## src/rtl/mux_sel_arbiter.sv

```systemverilog
// mux_sel_arbiter: round-robin 4:1 arbiter driving mux selects s1/s0.
// Optional grant timeout compiled in by MUX_SEL_ARB_TIMEOUT_EN.
module mux_sel_arbiter #(
  parameter int TIMEOUT = 15,
  parameter int CNT_W   = 4
) (
  input  logic       clk,
  input  logic       rst,
  input  logic [3:0] req,
  input  logic       done,
  output logic       s1,
  output logic       s0,
  output logic [3:0] gnt,
  output logic       busy,
  output logic       tmo
);

  typedef enum logic {
    IDLE  = 1'b0,
    GRANT = 1'b1
  } state_e;

  if (TIMEOUT < 1 || TIMEOUT > (1 << CNT_W) - 1) begin : g_bad_timeout
    $error("mux_sel_arbiter: TIMEOUT out of range for CNT_W");
  end

  state_e     state_q, state_d;
  logic [1:0] ptr_q, ptr_d;
  logic [1:0] idx_q, idx_d;
  logic [1:0] sel_q, sel_d;
  logic [3:0] gnt_q, gnt_d;
  logic       busy_q, busy_d;
  logic       tmo_q, tmo_d;

  logic       win_vld;
  logic [1:0] win;
  logic       rel_user;
  logic       rel_tmo;

  // first requester at or after ptr, wrapping mod 4
  always_comb begin
    win_vld = 1'b0;
    win     = ptr_q;
    for (int i = 3; i >= 0; i--) begin
      if (req[ptr_q + 2'(i)]) begin
        win_vld = 1'b1;
        win     = ptr_q + 2'(i);
      end
    end
  end

  assign rel_user = done || !req[idx_q];

`ifdef MUX_SEL_ARB_TIMEOUT_EN
  logic [CNT_W-1:0] cnt_q, cnt_d;

  assign rel_tmo = (cnt_q == CNT_W'(TIMEOUT - 1));

  // grant-length counter, cleared while idle
  always_comb begin
    cnt_d = '0;
    if (state_q == GRANT) begin
      cnt_d = cnt_q + 1'b1;
    end
  end

  // counter register
  always_ff @(posedge clk or posedge rst) begin
    if (rst) begin
      cnt_q <= '0;
    end else begin
      cnt_q <= cnt_d;
    end
  end
`else
  assign rel_tmo = 1'b0;
`endif

  // next state: grant in IDLE, release checks in GRANT
  always_comb begin
    state_d = state_q;
    ptr_d   = ptr_q;
    idx_d   = idx_q;
    sel_d   = sel_q;
    gnt_d   = gnt_q;
    busy_d  = busy_q;
    tmo_d   = 1'b0;
    case (state_q)
      IDLE: begin
        if (win_vld) begin
          state_d = GRANT;
          idx_d   = win;
          sel_d   = win;
          gnt_d   = 4'b0001 << win;
          busy_d  = 1'b1;
        end
      end
      GRANT: begin
        if (rel_user || rel_tmo) begin
          state_d = IDLE;
          gnt_d   = 4'b0000;
          busy_d  = 1'b0;
          ptr_d   = idx_q + 2'd1;
          tmo_d   = !rel_user && rel_tmo;
        end
      end
      default: state_d = IDLE;
    endcase
  end

  // FSM and registered outputs
  always_ff @(posedge clk or posedge rst) begin
    if (rst) begin
      state_q <= IDLE;
      ptr_q   <= 2'd0;
      idx_q   <= 2'd0;
      sel_q   <= 2'd0;
      gnt_q   <= 4'b0000;
      busy_q  <= 1'b0;
      tmo_q   <= 1'b0;
    end else begin
      state_q <= state_d;
      ptr_q   <= ptr_d;
      idx_q   <= idx_d;
      sel_q   <= sel_d;
      gnt_q   <= gnt_d;
      busy_q  <= busy_d;
      tmo_q   <= tmo_d;
    end
  end

  assign s1   = sel_q[1];
  assign s0   = sel_q[0];
  assign gnt  = gnt_q;
  assign busy = busy_q;
  assign tmo  = tmo_q;

endmodule

```

## config.mk

```make
export PLATFORM = sky130hd
export DESIGN_NAME = mux_sel_arbiter
export DESIGN_NICKNAME = d
export VERILOG_FILES = /design/src/rtl/mux_sel_arbiter.sv
export SDC_FILE = /design/constraint.sdc
export NUM_CORES = 1
export LEC_CHECK = 0
export CAP_MARGIN = 10
export CORE_MARGIN = 2
export CORE_UTILIZATION = 35
export CTS_BUF_LIST = sky130_fd_sc_hd__clkbuf_8
export DETAILED_ROUTE_END_ITERATION = 8
export PLACE_DENSITY = 0.64
export SLEW_MARGIN = 15
export SYNTH_ARGS = -nofsm -noshare
export SYNTH_HDL_FRONTEND = slang
export SYNTH_SLANG_ARGS = --single-unit
```

## constraint.sdc

```tcl
create_clock -name clk -period 1.8 [get_ports clk]
set_input_delay 0.36 -clock clk [delete_from_list [all_inputs] [get_ports clk]]
set_output_delay 0.36 -clock clk [all_outputs]
set_load 0.01 [all_outputs]
```

-- Word-level counts from Yosys, hierarchy flattened
Index checks and enable logic that the tools add are counted.
- register bits: 10
- input bits: 7
- $add $sub $neg: 4
- $lt $le $gt $ge: 5
- eq/ne operators: 2
- shift operators: 1
- muxes and demuxes: 27
- bitwise operators: 1
- reductions and logical operators: 5
- operators with widths (operator ; count):
    $lt A2 B3 Y1 const B ; 5
    $mux W1 ; 13
    $bmux W1 S2 ; 5
    $mux W2 ; 4
    $mux W4 ; 2
    $pmux W4 S2 ; 1
    $reduce_and A2 Y1 ; 3
    $add A2 B1 Y2 const B ; 2
    $add A2 B2 Y2 const B ; 2
    $pmux W1 S2 ; 2
    $shl A1 B2 Y4 const A ; 1
    $ne A2 B1 Y1 const B ; 1
    $ne A2 B2 Y1 const B ; 1
    $logic_not A1 Y1 ; 1
    $logic_or A1 B1 Y1 ; 1
    $not A1 Y1 ; 1

-- Logic depth before layout (Yosys ltp)
- depth after elaboration: 10
- mapped depth: 5
- depth with buffers taken out: 4

-- Worst setup path after synthesis
Ideal clock, no wire load.
- path kind: register to register
- start: reg, netlist name sel_q[0]
- end: reg gnt_q[0] (netlist: gnt[0])
- library setup time: 120 ps
- arrival time: 1498 ps
- required time: 1680 ps
- slack: 183 ps
- cell stages (with the launch flop): 5
- buffers on the path: 0
- period minus slack after synthesis: 1617 ps
- path through: dfrtp_1 -> mux4_2 -> a21oi_4 -> nor3b_1 -> a31o_1
- RTL lines (what ; RTL line ; RTL):
    end signal, assigned ; 126 ; gnt_q <= gnt_d;
    end, declared ; 31 ; logic [3:0] gnt_q, gnt_d;

-- Final worst setup path
- start: in req[3]
- end: reg gnt_q[3] (netlist: gnt[3])
- cells in the longest elaborated chain, start to end: 9
- elaborated cells between the ends (all ways): 26
- ends and longest elaborated chain (what ; RTL line ; RTL):
    start, declared ; 9 ; input logic [3:0] req,
    $bmux W1 S2 ; 45 ; if (req[ptr_q + 2'(i)]) begin
    $mux W1 (implied by the code) ; 45 ;
    $mux W2 (4 in a row) ; 45 ;
    $shl A1 B2 Y4 ; 94 ; gnt_d = 4'b0001 << win;
    $mux W4 ; 90 ; if (win_vld) begin
    $pmux W4 S2 ; 88 ; case (state_q)
Several ways; a longest one is shown, not always the timed one. The select of a mux whose other input is x is not followed.
A chain may end at the register's enable or synchronous reset.

==> results_dict.tcl <==
set metrics [dict create \
    ant_nets 0 \
    synthToLayoutAreaGrowth_pct 47.3 \
    drv_slew 0 \
    startpoint_type "primary input" \
    slowest_delay_ns 0.53 \
    power_leakage_nw 0.360 \
    place_ws_ns -0.155 \
    wl_per_cell_um 13.4 \
    root_buffer "clkbuf_8" \
    crit_arrival_ns 1.79 \
    first_pass_iters 4 \
    status "complete, no violations" \
    grt_max_degree 11 \
    drtIter0Drc 3 \
    postCtsSetupBuffers 0 \
    final.period_utilization 0.936 \
    htreeDepth 1 \
    max-cap-violations 0 \
    max-clock-path-buffers 2 \
    vias_per_cell 5.13 \
    dieArea_mm2 0.00188 \
    top_level_ports 15 \
    cts_made_buffers 3 \
    holdBufCountCts 0 \
    clock.fmax_ghz 0.594 \
    path_clk_slew_ns 0.04 \
    grt_antenna_before_repair 0 \
    synthDistinctLibCells 24 \
    synthTopCellsByCount "dfrtp_1, inv_1, nor2_1, o21ai_0" \
    rsz0062_at_grt "no" \
    start_util 0.368 \
    drc_errors 0 \
    syn_inst 57 \
    critPathTopFamily "buffers and inverters" \
    r2r_slack_ns 0.30 \
    cp.required_ns 1.90 \
    insertion_delay_ns 0.23 \
    worstSetupPathType "in2reg" \
    num_antenna_cells 0 \
    critical_path.cell_chain "clkdlybuf4s50_1 -> mux4_2 -> a21oi_4 -> buf_4 -> o32ai_1" \
    numPortBuffers 13 \
    dp_hpwl_um 965 \
    syn_area_per_cell_um2 9.50 \
    ys_ff_latch 10 \
    vdd_ir_drop_max_v 0.000801 \
    reg2reg_depth 4 \
    power.density_mw_per_mm2 1640 \
    timing.rr.start "sel_q[0]" \
    synthTopCellsByArea "dfrtp_1, o21ai_0, inv_1" \
    yosys.area.top_type "dfrtp_1" \
    period_minus_slack_ns 1.68 \
    synth_fp_nets 64 \
    seq_area_frac_synth 0.462 \
    layout-drive-gt1-share 0.210 \
    crit_buf_inv 2 \
    ys_warn_count 0 \
    grt_pass1_wl_um 2350 \
    rows 14 \
    async_reset_ff_frac 1.00 \
    crit_cells 5 \
    grt.total_usage 0.171 \
    vias 498 \
    gr-total-overflow 0 \
    slowest_stage "mux4_2" \
    final_cells 97 \
    fin_ws_ns 0.115 \
    finalNetCount 90 \
    cts_tree "built" \
    finalClockSkew_ns 0.000624 \
    cts_sinks 10 \
    synth-edff-count 0 \
    crit_start "req[3]" \
    rr_endpoint "gnt[3]" \
    synth_flop_cell "dfrtp_1" \
    grt_pass1_vias 542 \
    yosysMostFrequentCell "dfrtp_1" \
    core_area_mm2 0.00147 \
    num-fill-cells 151 \
    hold_violations 0 \
    syn_area_um2 542 \
    die_h_um 43.3 \
    path_max_fanout 5 \
    die_w_um 43.3 \
    setup_viol 0 \
    worstHoldPathType "in2async" \
    routed_wl_um 1300 \
    cp-end-kind "flip-flop" \
    dp.cells 94 \
    gp_congestion 0.791 \
    synth_top_area_frac 0.462 \
]
routing by layer:
| metal | global-route usage | vias to the layer above | wire length [um] | part of all wire |
|---|---|---|---|---|
| met4 | 0.103 | 0 | 19 | 0.015 |
| met3 | 0.0333 | 4 | 67 | 0.051 |
| met5 | 0 | - | 0 | 0 |
| met2 | 0.263 | 17 | 647 | 0.50 |
| met1 | 0.223 | 231 | 569 | 0.44 |
| li1 | - | 246 | - | - |
placed cells by master, fill, tap and decap left out, drive strengths merged:
cell / synthesis / final
a31o: 2 / 2
buf: 2 / 10
nand2: 4 / 4
o21ai: 5 / 5
nor3b: 2 / 2
dlymetal6s2s: 0 / 1
a21boi: 1 / 1
xnor2: 1 / 1
a31oi: 1 / 1
a21oi: 5 / 5
or2: 1 / 1
nor3: 1 / 1
dfrtp: 10 / 10
clkdlybuf4s50: 0 / 12
o211ai: 1 / 1
inv: 6 / 6
mux4: 1 / 1
nor4: 1 / 1
nor2b: 3 / 3
clkbuf: 0 / 3
a211o: 1 / 1
a21bo: 1 / 1
conb: 1 / 1
o32ai: 2 / 2
nor2: 5 / 5
power breakdown:
part	switching (mW)	total (mW)	internal (mW)	leakage, nW
clock	0.0754	0.221	0.145	0.0216
combinational	0.302	0.667	0.364	0.217
sequential	0.0898	0.424	0.334	0.122
total	0.468	1.31	0.844	0.360
flip-flops by register name, summed over array words and instances, names as in the netlist:
name,cells
busy,1
gnt,4
ptr_q,2
sel_q,2
state_q,1
cell type report:
class | instances | area [um^2] | share of cell area
flip-flops and latches | 10 | 250 | 0.313
well taps | 16 | 20.0 | 0.0251
clock buffers | 3 | 41.3 | 0.0517
inverters | 6 | 22.5 | 0.0282
repair buffers | 23 | 208 | 0.260
multi-input cells | 39 | 256 | 0.321
stage by stage:
step | power, mW | hold slack, ns | setup TNS [ns] | util | area, um^2
after floorplan | 0.765 | 0.200 | 0 | - | 542
after global placement | 1.08 | 0.522 | -0.778 | 0.513 | 754
after detailed placement | 1.09 | 0.521 | -1.14 | 0.513 | 754
after CTS | 1.33 | 0.411 | 0 | 0.541 | 796
after global routing | 1.42 | 0.477 | 0 | 0.543 | 798
final | 1.31 | 0.405 | 0 | 0.543 | 798
worst max-delay path by stage:
stage	end	slack [ns]
global placement	gnt[0]	-0.11
finish	gnt[3]	0.12
CTS	gnt[3]	0.07
detailed placement	gnt[0]	-0.15
global route	ptr_q[1]	0.03
floorplan	gnt[0]	0.18
worst reg2reg max path, cell delays in order (launching register included):
cell	delay [ns]
dfrtp_1	0.37
mux4_2	0.56
a21oi_4	0.20
buf_4	0.16
o32ai_1	0.08
kinds of logic after synthesis:
logic type	synth area share
other cells	0.00692
buf+inv	0.0647
compound gates	0.252
simple gates	0.157
flops	0.462
mux	0.0416
xor+xnor	0.0162
repair_timing:
item	in CTS	in global routing
resized for setup	0	1
hold endpoints to repair	0	0
setup endpoints to repair	0	5
Note: power is estimated with default switching activity, not from simulation.
